<file path="config.mk">
export PLATFORM = sky130hd
export DESIGN_NAME = tetris_game_sequencer
export DESIGN_NICKNAME = d
export VERILOG_FILES = /design/src/rtl/tetris_game_sequencer.sv
export SDC_FILE = /design/constraint.sdc
export NUM_CORES = 1
export LEC_CHECK = 0
export BUFFER_PORTS_ARGS = -buffer_cell sky130_fd_sc_hd__buf_2
export CORE_ASPECT_RATIO = 0.7
export CORE_MARGIN = 3
export CORE_UTILIZATION = 45
export DETAILED_ROUTE_END_ITERATION = 6
export HOLD_SLACK_MARGIN = 0.15
export PLACE_DENSITY = 0.74
export SYNTH_ARGS = -nofsm -noshare
export SYNTH_HDL_FRONTEND = slang
export SYNTH_SLANG_ARGS = --single-unit
</file>
<file path="constraint.sdc">
create_clock -name clock -period 14.2 [get_ports clock]
set_clock_uncertainty 0.1 [all_clocks]
set_input_delay 0 -clock clock [delete_from_list [all_inputs] [get_ports clock]]
set_output_delay 0 -clock clock [all_outputs]
set_load 0.005 [all_outputs]
</file>
<file path="src/rtl/tetris_game_sequencer.sv">
`timescale 1ns/1ps
`default_nettype none
// tetris_game_sequencer: turns frame sync and buttons into one-at-a-time board commands.
// Revision 1.0 - initial release
module tetris_game_sequencer #(
  parameter int GRAVITY_INIT    = 8,
  parameter int GRAVITY_MIN     = 1,
  parameter int LINES_PER_LEVEL = 10
) (
  input  logic       clock,
  input  logic       reset_n,
  input  logic       vsync,
  input  logic [4:0] operation,
  output logic       cmd_valid,
  output logic [2:0] cmd_op,
  output logic [2:0] cmd_piece,
  input  logic       cmd_ready,
  input  logic       rsp_ok,
  input  logic [2:0] rsp_rows,
  output logic [7:0] score,
  output logic [7:0] lines,
  output logic [3:0] level,
  output logic       playing,
  output logic       gameover
);

  localparam logic [2:0] c_OP_SPAWN  = 3'd0;
  localparam logic [2:0] c_OP_DOWN   = 3'd1;
  localparam logic [2:0] c_OP_LEFT   = 3'd2;
  localparam logic [2:0] c_OP_RIGHT  = 3'd3;
  localparam logic [2:0] c_OP_ROTATE = 3'd4;
  localparam logic [2:0] c_OP_CLEAR  = 3'd5;

  localparam int c_BTN_RIGHT  = 0;
  localparam int c_BTN_LEFT   = 1;
  localparam int c_BTN_DOWN   = 2;
  localparam int c_BTN_ROTATE = 3;
  localparam int c_BTN_START  = 4;

  typedef enum logic [2:0] {
    S_IDLE  = 3'd0,
    S_SPAWN = 3'd1,
    S_PLAY  = 3'd2,
    S_ISSUE = 3'd3,
    S_CLEAR = 3'd4,
    S_SCORE = 3'd5,
    S_OVER  = 3'd6
  } state_t;

  state_t     state_q, state_d;
  logic [2:0] vs_q;
  logic [2:0] lfsr_q;
  logic [4:0] pend_q, pend_d;
  logic [4:0] pend_clr;
  logic       grav_pend_q, grav_pend_d, grav_clr;
  logic [3:0] gcnt_q, gcnt_d;
  logic       cnt_clr;
  logic       grav_cmd_q, grav_cmd_d;
  logic [2:0] rows_q, rows_d;
  logic       cmd_valid_q, cmd_valid_d;
  logic [2:0] cmd_op_q, cmd_op_d;
  logic [2:0] cmd_piece_q, cmd_piece_d;
  logic [7:0] score_q, score_d;
  logic [7:0] lines_q, lines_d;
  logic [3:0] level_q, level_d;
  logic       playing_q, playing_d;
  logic       gameover_q, gameover_d;

  logic       w_frame_tick;
  logic       w_ack;
  logic       w_grav_fire;
  logic [3:0] w_period;
  logic [3:0] w_pts;
  logic [2:0] w_rows_eff;
  logic [8:0] w_score_sum;
  logic [8:0] w_lines_sum;
  logic [7:0] w_score_next;
  logic [7:0] w_lines_next;
  logic [3:0] w_level_next;

  // vs_q[0]/[1] form the synchronizer, vs_q[2] holds the previous synced value.
  assign w_frame_tick = vs_q[1] & ~vs_q[2];
  assign w_ack        = cmd_valid_q & cmd_ready;

  always_comb begin
    int p;
    p = GRAVITY_INIT - int'(level_q);
    if (p < GRAVITY_MIN) p = GRAVITY_MIN;
    if (p < 1)           p = 1;
    w_period = 4'(p);
  end

  assign w_grav_fire = w_frame_tick && (gcnt_q >= (w_period - 4'd1));

  always_comb begin
    gcnt_d = gcnt_q;
    if (cnt_clr) begin
      gcnt_d = 4'd0;
    end else if (w_frame_tick) begin
      gcnt_d = w_grav_fire ? 4'd0 : (gcnt_q + 4'd1);
    end
    // A fresh gravity period beats a same-cycle service clear.
    grav_pend_d = (grav_pend_q & ~grav_clr) | w_grav_fire;
  end

  always_comb begin
    pend_d = (pend_q & ~pend_clr) | (w_frame_tick ? operation : 5'd0);
    if (pend_d[c_BTN_LEFT] && pend_d[c_BTN_RIGHT]) begin
      pend_d[c_BTN_LEFT]  = 1'b0;
      pend_d[c_BTN_RIGHT] = 1'b0;
    end
  end

  always_comb begin
    int lv;
    case (rows_q)
      3'd1:    w_pts = 4'd1;
      3'd2:    w_pts = 4'd3;
      3'd3:    w_pts = 4'd7;
      3'd4:    w_pts = 4'd10;
      default: w_pts = 4'd0;
    endcase
    w_rows_eff   = (rows_q <= 3'd4) ? rows_q : 3'd0;
    w_score_sum  = {1'b0, score_q} + {5'd0, w_pts};
    w_lines_sum  = {1'b0, lines_q} + {6'd0, w_rows_eff};
    w_score_next = w_score_sum[8] ? 8'hFF : w_score_sum[7:0];
    w_lines_next = w_lines_sum[8] ? 8'hFF : w_lines_sum[7:0];
    lv = int'(w_lines_next) / LINES_PER_LEVEL;
    if (lv > 15) lv = 15;
    w_level_next = 4'(lv);
  end

  always_comb begin
    state_d     = state_q;
    pend_clr    = 5'd0;
    grav_clr    = 1'b0;
    cnt_clr     = 1'b0;
    grav_cmd_d  = grav_cmd_q;
    rows_d      = rows_q;
    cmd_valid_d = cmd_valid_q;
    cmd_op_d    = cmd_op_q;
    cmd_piece_d = cmd_piece_q;
    score_d     = score_q;
    lines_d     = lines_q;
    level_d     = level_q;
    playing_d   = playing_q;
    gameover_d  = gameover_q;

    case (state_q)
      S_IDLE: begin
        // No piece on the board: movement and gravity requests are meaningless.
        pend_clr[3:0] = 4'hF;
        grav_clr      = 1'b1;
        if (pend_q[c_BTN_START]) begin
          pend_clr[c_BTN_START] = 1'b1;
          state_d               = S_SPAWN;
        end
      end

      S_SPAWN: begin
        pend_clr[c_BTN_START] = 1'b1;
        if (!cmd_valid_q) begin
          cmd_valid_d = 1'b1;
          cmd_op_d    = c_OP_SPAWN;
          cmd_piece_d = lfsr_q;
        end else if (cmd_ready) begin
          cmd_valid_d = 1'b0;
          if (rsp_ok) begin
            playing_d = 1'b1;
            state_d   = S_PLAY;
          end else begin
            playing_d  = 1'b0;
            gameover_d = 1'b1;
            state_d    = S_OVER;
          end
        end
      end

      S_PLAY: begin
        pend_clr[c_BTN_START] = 1'b1;
        if (grav_pend_q) begin
          grav_clr    = 1'b1;
          grav_cmd_d  = 1'b1;
          cmd_valid_d = 1'b1;
          cmd_op_d    = c_OP_DOWN;
          state_d     = S_ISSUE;
        end else if (pend_q[c_BTN_DOWN]) begin
          pend_clr[c_BTN_DOWN] = 1'b1;
          grav_cmd_d           = 1'b0;
          cmd_valid_d          = 1'b1;
          cmd_op_d             = c_OP_DOWN;
          state_d              = S_ISSUE;
        end else if (pend_q[c_BTN_LEFT]) begin
          pend_clr[c_BTN_LEFT] = 1'b1;
          grav_cmd_d           = 1'b0;
          cmd_valid_d          = 1'b1;
          cmd_op_d             = c_OP_LEFT;
          state_d              = S_ISSUE;
        end else if (pend_q[c_BTN_RIGHT]) begin
          pend_clr[c_BTN_RIGHT] = 1'b1;
          grav_cmd_d            = 1'b0;
          cmd_valid_d           = 1'b1;
          cmd_op_d              = c_OP_RIGHT;
          state_d               = S_ISSUE;
        end else if (pend_q[c_BTN_ROTATE]) begin
          pend_clr[c_BTN_ROTATE] = 1'b1;
          grav_cmd_d             = 1'b0;
          cmd_valid_d            = 1'b1;
          cmd_op_d               = c_OP_ROTATE;
          state_d                = S_ISSUE;
        end
      end

      S_ISSUE: begin
        pend_clr[c_BTN_START] = 1'b1;
        if (w_ack) begin
          cmd_valid_d = 1'b0;
          // Only a blocked gravity step locks the piece; a blocked player DOWN is harmless.
          if (grav_cmd_q && !rsp_ok) begin
            playing_d = 1'b0;
            state_d   = S_CLEAR;
          end else begin
            state_d = S_PLAY;
          end
        end
      end

      S_CLEAR: begin
        pend_clr[c_BTN_START] = 1'b1;
        if (!cmd_valid_q) begin
          cmd_valid_d = 1'b1;
          cmd_op_d    = c_OP_CLEAR;
        end else if (cmd_ready) begin
          cmd_valid_d = 1'b0;
          rows_d      = rsp_rows;
          state_d     = S_SCORE;
        end
      end

      S_SCORE: begin
        pend_clr[c_BTN_START] = 1'b1;
        score_d  = w_score_next;
        lines_d  = w_lines_next;
        level_d  = w_level_next;
        grav_clr = 1'b1;
        state_d  = S_SPAWN;
      end

      S_OVER: begin
        pend_clr[3:0] = 4'hF;
        grav_clr      = 1'b1;
        if (pend_q[c_BTN_START]) begin
          pend_clr[c_BTN_START] = 1'b1;
          score_d    = 8'd0;
          lines_d    = 8'd0;
          level_d    = 4'd0;
          cnt_clr    = 1'b1;
          gameover_d = 1'b0;
          state_d    = S_SPAWN;
        end
      end

      default: begin
        cmd_valid_d = 1'b0;
        state_d     = S_IDLE;
      end
    endcase
  end

  always_ff @(posedge clock or negedge reset_n) begin
    if (!reset_n) begin
      state_q     <= S_IDLE;
      vs_q        <= 3'd0;
      lfsr_q      <= 3'b001;
      pend_q      <= 5'd0;
      grav_pend_q <= 1'b0;
      gcnt_q      <= 4'd0;
      grav_cmd_q  <= 1'b0;
      rows_q      <= 3'd0;
      cmd_valid_q <= 1'b0;
      cmd_op_q    <= 3'd0;
      cmd_piece_q <= 3'd0;
      score_q     <= 8'd0;
      lines_q     <= 8'd0;
      level_q     <= 4'd0;
      playing_q   <= 1'b0;
      gameover_q  <= 1'b0;
    end else begin
      state_q     <= state_d;
      vs_q        <= {vs_q[1], vs_q[0], vsync};
      // x^3 + x^2 + 1: visits 1..7 and never reaches zero.
      lfsr_q      <= {lfsr_q[1:0], lfsr_q[2] ^ lfsr_q[1]};
      pend_q      <= pend_d;
      grav_pend_q <= grav_pend_d;
      gcnt_q      <= gcnt_d;
      grav_cmd_q  <= grav_cmd_d;
      rows_q      <= rows_d;
      cmd_valid_q <= cmd_valid_d;
      cmd_op_q    <= cmd_op_d;
      cmd_piece_q <= cmd_piece_d;
      score_q     <= score_d;
      lines_q     <= lines_d;
      level_q     <= level_d;
      playing_q   <= playing_d;
      gameover_q  <= gameover_d;
    end
  end

  assign cmd_valid = cmd_valid_q;
  assign cmd_op    = cmd_op_q;
  assign cmd_piece = cmd_piece_q;
  assign score     = score_q;
  assign lines     = lines_q;
  assign level     = level_q;
  assign playing   = playing_q;
  assign gameover  = gameover_q;

endmodule
`default_nettype wire

</file>
==> impl_metrics.ini, run 1 <==
[power]
intPower_w = 0.0004951
clkPwrFrac = 0.139
p_leak_nw = 2.011
sequentialPowerShare = 0.294
p_per_area_nw_per_um2 = 203.7
p_switching_w = 0.0004192
combPwrFrac = 0.567
switching_share = 0.4585
irDropWorstVdd_v = 0.00007765

[timing]
worstMarginPinSlew_ps = 838.0
period_needed_ps = 6384
final_max_slew_viol_count = 0
min_period_over_period = 0.4496
grt_setup_unrepaired = false
fmax_mhz = 156.6
fin_setup_tns_ps = 0
relSlewSlack = 0.4413
setup_viol_count_final = 0
hold_viol = 0

[final_layout]
multi_input_area_um2 = 2414
antenna_cells = 0
syn2layout_area_growth_pct = 14.97
final_layout_size_suffix_gt1_frac = 0.1598
fin_nets = 541
final_cells = 623
final_cell_mix = dfrtp_1, nand2_1, nor2_1
final_common_cell = dfrtp_1
regArea_um2 = 1303
fillers = 730

[floorplan]
die_h_um = 83.93
io_pins = 42
die_w_um = 117.3
coreArea_um2 = 8142
rows = 27
die-area_um2 = 9847
initial_utilization = 0.4795

[run_status]
outcome = finished clean

[routing]
dr.pass1.iters = 5
drt_wl_total_mm = 10.00
num_vias = 3707
avgViaCountPerCell = 5.950
avgRoutedWirePerCell_um = 16.06
detail-route-antenna-nets = 0
drc = 0
drtIter0Drc = 437

[synthesis]
synth_top_area_frac = 0.3269
seq_area_frac_synth = 0.3337
synthDistinctLibCells = 79
async_flop_share = 1.000
avgSynthCellArea_um2 = 8.505
synth_edf_count = 0
synthesis.area_um2 = 3904
synth_warnings = 0
ys_ff_latch = 52
ys_top_cells_by_area = dfrtp_1, ha_1, a21oi_1
synth_ff_type = dfrtp_1
syn_inst = 459
synth_largest_area_cell = dfrtp_1
syn-num-nets = 494

[min_path]
hold_class = reg -> reg

[critical_path]
end_kind = flip-flop
cp.required_ps = 14310
start_kind = flip-flop
arrival_ps = 6500
crit_path_max_fanout = 11
critical_path_class = reg -> reg

[clock_tree]
cts_max_path_buffers = 2
cts_made_buffers = 5
clockRootBuffer = clkbuf_16
cts_tree = built
cts_resized = 0
cts.sinks = 52
worstSkewPairLatency_ps = 290
path_clk_slew_ps = 70
ctsHtreeMaxLevel = 2

[global_routing]
grt_max_degree = 53
antenna_found_initial = 0
grt_usage = 0.2060
grt.overflow.total = 0
grt_pass1_vias = 3335
grt_pass1_wl_mm = 16.88

[placed_design]
hpwl_mm = 7.358
place.gp.congestion = 0.8984
dp.cells = 600
port-buffer-count = 41

[job]
cap_violations = 0
## per-layer routing
metal / track usage / part of all wire / up-vias
li1: - / - / 1765
met1: 0.3250 / 0.50 / 1776
met2: 0.2919 / 0.41 / 158
met3: 0.04607 / 0.078 / 8
met4: 0.02449 / 0.0043 / 0
met5: 0 / 0 / -
## cells by family after synthesis
family,count (synthesis),synth area share
xor gates and xnor gates,16,0.03782
adders and majority gates,24,0.07981
buffers and inverters,43,0.04808
AOI/OAI and AO/OA,148,0.2622
and+or+nand+nor,166,0.2087
muxes,10,0.02981
DFF,52,0.3337
## path summary, 6_finish.rpt
| kind | start | end | slack (ps) | cells after the start |
|---|---|---|---|---|
| max in group asynchronous | reset_n | pend_q[1] | 13300 | 3 |
| hold reg to reg | vs_q[0] | vs_q[1] | 250 | 0 |
| hold / removal | vs_q[0] | vs_q[1] | 250 | 0 |
| min in group asynchronous | reset_n | pend_q[0] | 260 | 3 |
| setup / recovery | rows_q[0] | level[0] | 7820 | 23 |
| setup reg to reg | rows_q[0] | level[0] | 7820 | 23 |
## power by group through the flow
stage                     combinational (W)  sequential, W  clock [W]
after global placement             0.000489       0.000265          0
final                              0.000518       0.000268   0.000127
after floorplan                    0.000394       0.000243          0
after detailed placement           0.000502       0.000268          0
after CTS                          0.000513       0.000266   0.000130
after global routing               0.000591       0.000277   0.000139
## cells in the mapped netlist, drive strengths merged (7+ instances only)
master,number
ha,20
nand2,46
mux2,7
xnor2,11
a21o,7
inv,22
a21oi,37
nand3,13
dfrtp,51
buf,7
nor2,44
clkbuf,12
o21ai,35
a31oi,12
nor3,16
or3,7
nand2b,8
## registers in the layout, indices dropped and copies added (netlist names), 4 cells and up
| register | count |
|---|---|
| lines | 8 |
| level | 4 |
| gcnt_q | 4 |
| score | 8 |
| pend_q | 5 |
## critical path, stage by stage, from the launching register on
cell and delay (ps):
dfrtp_1 400, nor2b_1 140, ha_1 250, fa_1 450
a21oi_2 340, o21bai_1 100, o22ai_1 660, inv_1 210
ha_1 240, a21o_1 210, ha_1 310, o21ai_1 370
nand4_4 190, mux2i_2 250, nor3_2 320, xnor2_1 180
inv_1 110, ha_1 250, or3_1 370, o211ai_1 230
a31o_2 200, a21oi_1 40, o221a_1 250, a31oi_1 120
## final cells by class
class | instances | share of cell area
inverters | 24 | 0.02063
well taps | 116 | 0.03234
flip-flops and latches | 52 | 0.2902
repair buffers | 59 | 0.08419
clock buffers | 8 | 0.03485
multi-input cells | 364 | 0.5378
## per-stage QoR
step	hold slack (ps)	power, W	util	worst slack (ps)	cell area [um2]
floorplan	-395.6	0.0006369	-	8944	3904
global placement	10.97	0.0007544	0.5136	8113	4182
detailed placement	15.55	0.0007702	0.5136	7903	4182
CTS	256.4	0.0009085	0.5513	7869	4488
global route	253.8	0.001006	0.5513	7161	4488
finish	251.4	0.0009143	0.5513	7816	4488
## timing repair
action                                 4_1_cts  5_1_grt
hold buffers                                15        0
buffers inserted                             0        0
endpoints found under the hold margin       67        0
Power figures use the tool's default switching activity.
==> run 2: changes to the inputs <==
--- a/config.mk
+++ b/config.mk
@@ -5,6 +5,7 @@
 export SDC_FILE = /design/constraint.sdc
 export NUM_CORES = 1
 export LEC_CHECK = 0
+export ABC_AREA = 1
 export BUFFER_PORTS_ARGS = -buffer_cell sky130_fd_sc_hd__buf_2
 export CORE_ASPECT_RATIO = 0.7
 export CORE_MARGIN = 3
==> constraint.sdc (replaced) <==
create_clock -name clock -period 6 [get_ports clock]
set_clock_uncertainty 0.1 [all_clocks]
set_input_delay 0 -clock clock [delete_from_list [all_inputs] [get_ports clock]]
set_output_delay 0 -clock clock [all_outputs]
set_load 0.005 [all_outputs]
==> impl_metrics.ini, run 2 <==
[critical_path]
end_kind = flip-flop
cp.required_ps = 6090
max_stage_delay_ps = 410
crit_path_frequent_cell = nand2_1
cp.buffers_inverters = 5
rr_worst_depth = 35
worstSetupPathDepth = 35
crit_start = rows_q[0]
rr_startpoint = rows_q[0]
start_kind = flip-flop
critical_path_class = reg -> reg
slowest_stage = fa_1
crit_path_max_fanout = 6
path_delay_family = simple AND/OR/NAND/NOR gates
arrival_ps = 5090

[synthesis]
ys_ff_latch = 52
synth_ff_type = dfrtp_1
avgSynthCellArea_um2 = 7.505
synth_edf_count = 0
seq_area_frac_synth = 0.3444
synthTopCellsByCount = nand2_1, inv_1, nor2_1
synth_largest_area_cell = dfrtp_1
async_flop_share = 1.000
synth_top_area_frac = 0.3374
syn_inst = 504
synthDistinctLibCells = 45
synth_most_common_cell = nand2_1
synthesis.area_um2 = 3782
ys_top_cells_by_area = dfrtp_1, nand2_1, inv_1
syn-num-nets = 539
synth_warnings = 0

[clock_tree]
clockRootBuffer = clkbuf_16
cts_made_buffers = 5
postCtsSetupRepairBufs = 0
ctsHtreeMaxLevel = 2
path_clk_slew_ps = 70
worstSkewPairLatency_ps = 290
cts_max_path_buffers = 2
cts.sinks = 52
cts_tree = built

[global_routing]
grt_pass1_wl_mm = 15.50
grt_max_degree = 53
grt_usage = 0.2010
grt.overflow.total = 0
antenna_found_initial = 0
grt_pass1_vias = 3243

[floorplan]
initial_utilization = 0.4724
die_w_um = 115.6
io_pins = 42
die_h_um = 82.71
die-area_um2 = 9559
coreArea_um2 = 8006
rows = 27

[routing]
avgRoutedWirePerCell_um = 13.84
drt_wl_total_mm = 9.204
num_vias = 3617
avgViaCountPerCell = 5.439
drtIter0Drc = 279
detail-route-antenna-nets = 0
drc = 0
dr.pass1.iters = 5

[final_layout]
antenna_cells = 0
regArea_um2 = 1303
final_cells = 665
final_common_cell = nand2_1
multi_input_area_um2 = 2141
final_layout_size_suffix_gt1_frac = 0.1791
final_cell_mix = nand2_1, inv_1, nor2_1
fin_nets = 598
fillers = 737
syn2layout_area_growth_pct = 16.14

[timing]
hold_viol = 0
fin_setup_tns_ps = 0
min_period_over_period = 0.8336
worstMarginPinSlew_ps = 749.4
fmax_mhz = 199.9
setup_viol_count_final = 0
final_max_slew_viol_count = 0
period_needed_ps = 5002
grt_setup_unrepaired = false
hold_slack_ps = 248.5
relSlewSlack = 0.4966

[placed_design]
place.gp.congestion = 0.9352
hpwl_mm = 7.116
port-buffer-count = 41
dp.cells = 643

[power]
p_leak_nw = 2.377
p_per_area_nw_per_um2 = 304.2
irDropWorstVdd_v = 0.0001465

[job]
cap_violations = 0

[min_path]
hold_class = in -> async

[run_status]
outcome = finished clean
run 2: worst reg2reg max path, delay by kind of cell (launching register included):
family	cells	cell delay (ps)
fa+ha+maj	5	1280
flops	1	380
simple gates	23	2350
compound gates	2	350
buf+inv	5	440
run 2: where the power goes:
| group | switching, W | total (W) | internal (W) |
|---|---|---|---|
| clock | 0.000137 | 0.000298 | 0.000161 |
| sequential | 0.0000724 | 0.000502 | 0.000429 |
| combinational | 0.000332 | 0.000536 | 0.000204 |
run 2: timing repair:
action                                 in CTS  in global routing
hold buffers                               14                  0
resized for setup                           0                  0
endpoints found under the hold margin      66                  0
run 2: worst paths after layout:
path / endpoint / slack, ps
max: level[0] / 1000
min: cmd_piece[2] / 250
max reg2reg: level[0] / 1000
min reg2reg: vs_q[1] / 260
max in group asynchronous: gcnt_q[1] / 5090
min in group clock: vs_q[0] / 250
run 2: cell families after synthesis:
kind of cell	after synthesis	share of synthesized area
simple gates	238	0.3073
compound gates	91	0.1492
buf+inv	87	0.08964
flops	52	0.3444
fa+ha+maj	22	0.07675
xor+xnor	13	0.03010
mux	1	0.002646
run 2: layer usage:
layer | part of all wire | wire (um) | GRT usage
met5 | 0 | 0 | 0
met4 | 0.0042 | 39 | 0.02462
met3 | 0.052 | 475 | 0.02913
met2 | 0.42 | 3883 | 0.3095
met1 | 0.52 | 4806 | 0.3073
run 2: cell type report:
class | count | area share
clock inverter | 3 | 0.006551
sequential | 52 | 0.2965
timing repair buffer | 56 | 0.08032
multi-input combinational | 365 | 0.4873
tap | 101 | 0.02877
inverter | 83 | 0.07206
clock buffer | 5 | 0.02848
run 2: per-stage QoR:
step | util | power (W) | setup slack [ps] | instance area [um2]
5_1_grt | 0.5487 | 0.001443 | 546.9 | 4393
6_report | 0.5487 | 0.001336 | 998.3 | 4393
4_1_cts | 0.5487 | 0.001336 | 1035 | 4393
3_3_place_gp | 0.5120 | 0.001000 | 1219 | 4099
3_5_place_dp | 0.5120 | 0.001016 | 1079 | 4099
2_1_floorplan | - | 0.0008645 | 1609 | 3782
==> run 3: changes to the inputs <==
--- a/config.mk
+++ b/config.mk
@@ -12,7 +12,7 @@
 export CORE_UTILIZATION = 45
 export DETAILED_ROUTE_END_ITERATION = 6
 export HOLD_SLACK_MARGIN = 0.15
-export PLACE_DENSITY = 0.74
+export PLACE_DENSITY = 0.76
 export SYNTH_ARGS = -nofsm -noshare
 export SYNTH_HDL_FRONTEND = slang
 export SYNTH_SLANG_ARGS = --single-unit
==> constraint.sdc (replaced) <==
create_clock -name clock -period 4.5 [get_ports clock]
set_clock_uncertainty 0.1 [all_clocks]
set_input_delay 0 -clock clock [delete_from_list [all_inputs] [get_ports clock]]
set_output_delay 0 -clock clock [all_outputs]
set_load 0.005 [all_outputs]
==> impl_metrics.ini, run 3 (synthesized netlist as in run 2, its figures left out) <==
[run_status]
outcome = finished clean

[critical_path]
start_kind = flip-flop
crit_path_frequent_cell = nand2_2
end_kind = flip-flop
critical_path_class = reg -> reg
arrival_ps = 4450
crit_path_max_fanout = 6
slowest_stage = dfrtp_1
max_stage_delay_ps = 390
cp.required_ps = 4580

[placed_design]
place.gp.congestion = 0.9427
hpwl_mm = 7.051
port-buffer-count = 41

[floorplan]
initial_utilization = 0.4724
coreArea_um2 = 8006
die_w_um = 115.6
io_pins = 42
rows = 27
die-area_um2 = 9559
die_h_um = 82.71

[final_layout]
final_cell_mix = nand2_1, inv_1, nor2_1
fin_nets = 623
syn2layout_area_growth_pct = 26.46
antenna_cells = 0
fin_util = 0.5974
final_common_cell = nand2_1
final_layout_size_suffix_gt1_frac = 0.2683
fillers = 681

[timing]
relSlewSlack = 0.4727
fmax_mhz = 228.6
period_needed_ps = 4375
final_max_slew_viol_count = 0
fin_setup_tns_ps = 0
worstMarginPinSlew_ps = 784.9
hold_viol = 0
min_period_over_period = 0.9722
setup_viol_count_final = 0

[clock_tree]
cts_max_path_buffers = 2
clockRootBuffer = clkbuf_16
cts.sinks = 52
cts_made_buffers = 5
cts_tree = built
ctsHtreeMaxLevel = 2
worstSkewPairLatency_ps = 290
path_clk_slew_ps = 70

[routing]
drc = 0
avgRoutedWirePerCell_um = 14.51
avgViaCountPerCell = 5.436
drt_wl_total_mm = 10.01
drtIter0Drc = 219
num_vias = 3751
dr.pass1.iters = 5
detail-route-antenna-nets = 0

[global_routing]
grt.overflow.total = 0
grt_usage = 0.2017
grt_pass1_vias = 3288
antenna_found_initial = 0
grt_pass1_wl_mm = 15.54
grt_max_degree = 53

[job]
cap_violations = 0

[power]
p_per_area_nw_per_um2 = 388.7
p_leak_nw = 2.517
irDropWorstVdd_v = 0.0002348

[min_path]
hold_class = in -> async
## run 3: cell count changes in the layout (fill, tap and decap cells not counted), sizes merged
| cell | before | now |
|---|---|---|
| inv | 86 | 85 |
| buf | 42 | 66 |
| nand4 | 10 | 11 |
| clkinv | 0 | 1 |
## run 3: worst max-delay path, delay by kind of cell (launching register included)
family | cells | cell delay (ps)
AND/OR/NAND/NOR | 23 | 1940
buffers and inverters | 5 | 330
adder cells (fa/ha/maj) | 5 | 1070
AO/OA/AOI/OAI | 3 | 430
flip-flops | 1 | 390
## run 3: final cells by class
| type | instances | area [um2] | share of cell area |
|---|---|---|---|
| repair buffers | 80 | 536.8 | 0.1122 |
| inverters | 83 | 319.1 | 0.06670 |
| clock buffers | 5 | 125.1 | 0.02616 |
| flip-flops and latches | 52 | 1304 | 0.2726 |
| clock inverters | 3 | 26.28 | 0.005493 |
| well taps | 101 | 126.4 | 0.02642 |
| multi-input cells | 366 | 2346 | 0.4905 |
## run 3: power breakdown
group	leakage (nW)	internal, W	total [W]	switching, W
clock	0.0748	0.000212	0.000393	0.000182
combinational	1.77	0.000305	0.000788	0.000482
sequential	0.677	0.000573	0.000678	0.000105
## run 3: per-stage QoR
step / cell area, um2 / hold WS (ps) / power (W) / setup WS [ps] / instances
final: 4783 / 248.8 / 0.001859 / 125.1 / 690
after global placement: 4159 / 11.28 / 0.001334 / 56.14 / 651
after detailed placement: 4159 / 18.27 / 0.001361 / -76.93 / 651
after CTS: 4494 / 253.2 / 0.001788 / 3.276 / 675
after global routing: 4783 / 262.5 / 0.002004 / -183.2 / 690
after floorplan: 3782 / -395.6 / 0.001153 / 108.6 / 504
## run 3: routing by layer
layer / share of wire / up-vias / GRT usage / routed length [um]
met1: 0.47 / 1764 / 0.3005 / 4756
met5: 0 / - / 0 / 0
met3: 0.056 / 9 / 0.02549 / 561
met2: 0.46 / 143 / 0.3164 / 4603
met4: 0.0092 / 0 / 0.03869 / 92
li1: - / 1835 / - / -
## run 3: repair_timing
action | 4_1_cts | 5_1_grt
endpoints found under the setup margin | 2 | 2
cloned | 1 | 0
hold buffers | 14 | 0
pin swaps | 1 | 35
resized for setup | 7 | 44
setup buffers | 1 | 15
hold endpoints to repair | 66 | 0
## run 3: worst paths after layout
kind	slack (ps)	cells past startpoint	end	start
setup / recovery	130	36	level[0]	rows_q[1]
hold / removal	250	3	state_q[1]	reset_n
setup reg to reg	130	36	level[0]	rows_q[1]
hold reg to reg	270	0	vs_q[1]	vs_q[0]
max in group asynchronous	3560	3	rows_q[2]	reset_n
min in group clock	250	2	vs_q[0]	vsync
